--- src/rtl/up_pkg.sv ---
// -----------------------------------------------------------------------------
// up_pkg
// Shared constants for the 4-bit microprocessor (uP) datapath.
//   PC_WIDTH   : program counter / ROM address width (default for contador_12b)
//   PC_RESET   : value the program counter takes on reset
//   CTL_INCPC  : decode control-word bit that requests a PC increment
//   CTL_LOADPC : decode control-word bit that requests a PC load (jump)
// -----------------------------------------------------------------------------
package up_pkg;

  localparam int          PC_WIDTH   = 12;
  localparam logic [11:0] PC_RESET   = 12'h000;

  localparam int          CTL_INCPC  = 12;
  localparam int          CTL_LOADPC = 11;

  // Next-PC selection, listed in priority order (highest first).
  typedef enum logic [1:0] {
    PC_SEL_RESET = 2'd0,
    PC_SEL_LOAD  = 2'd1,
    PC_SEL_INC   = 2'd2,
    PC_SEL_HOLD  = 2'd3
  } pc_sel_e;

  // Resolve the fixed priority reset > load > enable > hold.
  function automatic pc_sel_e pc_select(input logic reset,
                                        input logic load,
                                        input logic enable);
    pc_sel_e sel;
    if (reset) begin
      sel = PC_SEL_RESET;
    end else if (load) begin
      sel = PC_SEL_LOAD;
    end else if (enable) begin
      sel = PC_SEL_INC;
    end else begin
      sel = PC_SEL_HOLD;
    end
    return sel;
  endfunction

endpackage : up_pkg

--- src/rtl/contador_12b.sv ---
// -----------------------------------------------------------------------------
// contador_12b
// Program counter for the uP. Holds the current ROM address, increments on
// incPC and loads a jump target on loadPC. Q is purely registered.
//
// Ports (positional order as used in uP: load, enable, clk, reset, D, Q):
//   load   : loadPC, Q <= D at the next rising edge (beats enable)
//   enable : incPC, Q <= Q + 1 at the next rising edge when load is low
//   clk    : system clock, rising-edge active
//   reset  : synchronous, active-high; Q <= RESET_VALUE (beats load/enable)
//   D      : parallel load value (jump target {oprnd, program_byte})
//   Q      : current program counter
//   tc     : (only with CONTADOR_TC_EN) combinational terminal-count flag,
//            high when the next edge wraps Q from all ones to zero
//
// Build option: define CONTADOR_TC_EN to add the tc output.
// -----------------------------------------------------------------------------
module contador_12b
  import up_pkg::*;
#(
  parameter int               WIDTH       = PC_WIDTH,
  parameter logic [WIDTH-1:0] RESET_VALUE = WIDTH'(PC_RESET)
) (
  input  logic             load,
  input  logic             enable,
  input  logic             clk,
  input  logic             reset,
  input  logic [WIDTH-1:0] D,
  output logic [WIDTH-1:0] Q
`ifdef CONTADOR_TC_EN
  ,
  output logic             tc
`endif
);

  pc_sel_e          sel_s;
  logic [WIDTH-1:0] q_next_s;
  logic [WIDTH-1:0] q_r;

  // Next-state mux; the increment wraps modulo 2^WIDTH (carry discarded).
  always_comb begin
    sel_s    = pc_select(reset, load, enable);
    q_next_s = q_r;
    case (sel_s)
      PC_SEL_RESET: q_next_s = RESET_VALUE;
      PC_SEL_LOAD:  q_next_s = D;
      PC_SEL_INC:   q_next_s = q_r + WIDTH'(1);
      PC_SEL_HOLD:  q_next_s = q_r;
      default:      q_next_s = RESET_VALUE;
    endcase
  end

  // Program counter register; reset is handled inside the mux, so it is
  // only seen at a rising edge.
  always_ff @(posedge clk) begin
    q_r <= q_next_s;
  end

  assign Q = q_r;

`ifdef CONTADOR_TC_EN
  // Flags that an increment will happen this edge from the all-ones value.
  assign tc = ~reset & enable & ~load & (&q_r);
`endif

endmodule : contador_12b

--- config.mk ---
export PLATFORM = sky130hd
export DESIGN_NAME = contador_12b
export DESIGN_NICKNAME = d
export VERILOG_FILES = /design/src/rtl/up_pkg.sv /design/src/rtl/contador_12b.sv
export SDC_FILE = /design/constraint.sdc
export NUM_CORES = 1
export LEC_CHECK = 0
export ABC_AREA = 1
export ABC_CLOCK_PERIOD_IN_PS = 1200
export CAP_MARGIN = 20
export CORE_MARGIN = 2
export CORE_UTILIZATION = 39
export DETAILED_ROUTE_END_ITERATION = 8
export PLACE_DENSITY = 0.74
export SETUP_SLACK_MARGIN = 0.1
export SYNTH_ARGS = -nofsm -noshare
export SYNTH_HDL_FRONTEND = slang
export SYNTH_SLANG_ARGS = --single-unit
--- constraint.sdc ---
create_clock -name clk -period 1.2 [get_ports clk]
set_input_delay 0.24 -clock clk [delete_from_list [all_inputs] [get_ports clk]]
set_output_delay 0.24 -clock clk [all_outputs]
set_load 0.01 [all_outputs]
==> results.yml <==
sta:
  rsz0062_at_grt: "true"
  tightest_slew_ps: 195
  period_needed_ps: 1370
  holdWs_ps: 495
  max_freq_mhz: 732
  tns_ps: -829
  finalCritPeriodShare_pct: 114
  setup_viol: 10
  hold_viol: 0
  slew_headroom_pct: 86.9
  slew_viol_final: 0
  skew_ps: 6.42
  fin_ws_ps: -165
setup_path:
  path_cells: "buf_6 > ha_4 > nand2_4 > nor2_4 > nand2_1 > nand2_2 > nand3_2 > nand2_1"
  cpLargestDelayFamily: "flip-flops"
  path_max_fanout: 5
  crit_arrival_ps: 1410
  cp_num_cells: 8
  r2r_end: "Q[8]$_DFFE_PP_"
  slowest_stage: "edfxtp_1"
  crit_type: "reg -> reg"
  end_kind: "flop"
  path_buf_inv: 1
  cp-start-kind: "flop"
  crit_top_cell: "nand2_1"
  r2r_start: "Q[0]$_DFFE_PP_"
  critPathRequiredTime_ps: 1250
  r2r_slack_ps: -170
  r2r_cells: 8
  cpPeakStageDelay_ps: 420
drt:
  ant_nets: 0
  first_iter_violations: 34
  drtPass1Iterations: 4
  wl_per_cell_um: 13.7
  vias: 888
  routed_wirelength_um: 2440
  drcViolationCount: 0
  viasPerCell: 4.99
cells_and_area:
  fin_util_pct: 68.3
  largest_register_ffs: 12
  fin_cells: 178
  finalNetCount: 169
  reg_top3: "Q: 12 flops"
  seqCellArea_um2: 360
  layout_commonest_cell: "nand2_1"
  syn2layout_area_growth_pct: 69.3
  finalInstanceArea_um2: 1300
  final_cell_mix: "27 x nand2_1, 21 x buf_4, 14 x clkdlybuf4s50_1"
  fillers: 143
  drive_gt1_share_pct: 36.4
  largest_register: "Q"
  multi_input_area_um2: 414
  diodes: 0
global_route:
  grt_max_degree: 10
  grt-ovfl-total: 0
  grt_pass1_wl_um: 4060
  first_global_vias: 896
  grt_usage_pct: 23.0
  antenna_found_initial: 0
synth:
  ys_ff_latch: 12
  synth_nets: 114
  syn_inst: 97
  synth_top_family_by_area: "simple AND/OR/NAND/NOR gates"
  ys_warn_count: 0
  syn_area_um2: 767
  synth-simple-area-share_pct: 33.8
  synthMuxAreaShare_pct: 0
  synth_xor_area_share_pct: 1.14
  avgSynthCellArea_um2: 7.91
  seq_area_frac_synth_pct: 47.0
  synth-compound-area-share_pct: 9.95
  synth_cell_type_count: 18
  synthAdderAreaFrac_pct: 1.63
pwr:
  total_power_mw: 1.12
  ir_drop_v: 0.000513
  p_leak_nw: 0.607
  p_per_area_nw_per_um2: 866
floorplan:
  io_pins: 28
  die_h_um: 48.3
  die_w_um: 48.3
  die-area_um2: 2340
  std_cell_rows: 16
  fp.coreArea_um2: 1900
  start_util_pct: 40.3
clock_tree:
  cts_buffers: 3
  clkLatencyLatePin_ps: 280
  clock_path_buffers: 2
  h-tree-depth: 1
  cts.sink_count: 12
  cts_root_buffer: "clkbuf_4"
  clk_pin_slew_ps: 80
  hold_buffers: 0
  cts_tree: "done"
status:
  status: "complete, but fails checks"
  violations: "negative setup slack"
worst_hold_path:
  holdPathEnd: "Q[1]$_DFFE_PP_"
  hold_start: "reset"
  worstHoldPathType: "in -> reg"
  whs_path_depth: 3
place:
  placed_cell_area_um2: 1160
  dpl.hpwl_um: 1630
  place_inst: 160
  place_congestion: 0.789
  port_buffers: 27
  place_ws_ps: -240
run:
  maxCapViolCount: 0
[cells by family (layout without fill, tap and decap cells)]
group                      after synthesis  count (layout)
AOI/OAI and AO/OA                       14              14
adders and majority gates                1               1
and+or+nand+nor                         56              56
DFF                                     12              12
xor gates and xnor gates                 1               1
buffers and inverters                   13              67
[cell usage after synthesis, drive strengths merged]
library cell	instances	area share, %
nor3	1	0.65
o21ai	11	7.2
xnor2	1	1.1
ha	1	1.6
a22o	1	1.1
edfxtp	12	47
inv	12	5.9
nand4	2	1.6
buf	1	0.65
nor2	10	7.8
o21bai	1	0.98
nand3	12	7.8
nand2	31	16
a21oi	1	0.65
[area by class of cell]
class                      instances  area share [%]
clock buffer                       3            1.73
multi-input combinational         72            31.9
clock inverter                     1           0.289
tap                               27            2.60
sequential                        12            27.7
timing repair buffer              51            32.1
inverter                          12            3.66
[report_power, final]
group	total, mW	switching (mW)	internal, mW
clock network	0.270	0.149	0.121
logic	0.335	0.152	0.183
registers	0.519	0.0200	0.499
[metal layers]
metal / up-vias / track usage, % / wire [um]
li1: 435 / - / -
met1: 402 / 22.8 / 906
met2: 38 / 41.7 / 1290
met3: 13 / 5.56 / 122
met4: 0 / 16.7 / 119
met5: - / 0 / 0
[tightest hold or removal path, delay by kind of cell]
kind,cells,cell delay (ps)
buf+inv,1,150
simple gates,1,140
compound gates,1,140
[timing repair]
item	CTS	global route
gates resized for setup	49	17
buffers inserted	12	2
pin swaps	2	7
endpoints found under the setup margin	24	21
[worst max-delay path by stage]
stage / slack, ps / startpoint / to
finish: -170 / Q[0]$_DFFE_PP_ / Q[8]$_DFFE_PP_
global route: -200 / Q[0]$_DFFE_PP_ / Q[8]$_DFFE_PP_
CTS: -120 / Q[0]$_DFFE_PP_ / Q[8]$_DFFE_PP_
detailed placement: -240 / reset / Q[1]$_DFFE_PP_
global placement: -220 / reset / Q[1]$_DFFE_PP_
floorplan: -50 / Q[0]$_DFFE_PP_ / Q[4]$_DFFE_PP_
Power figures use the tool's default switching activity.
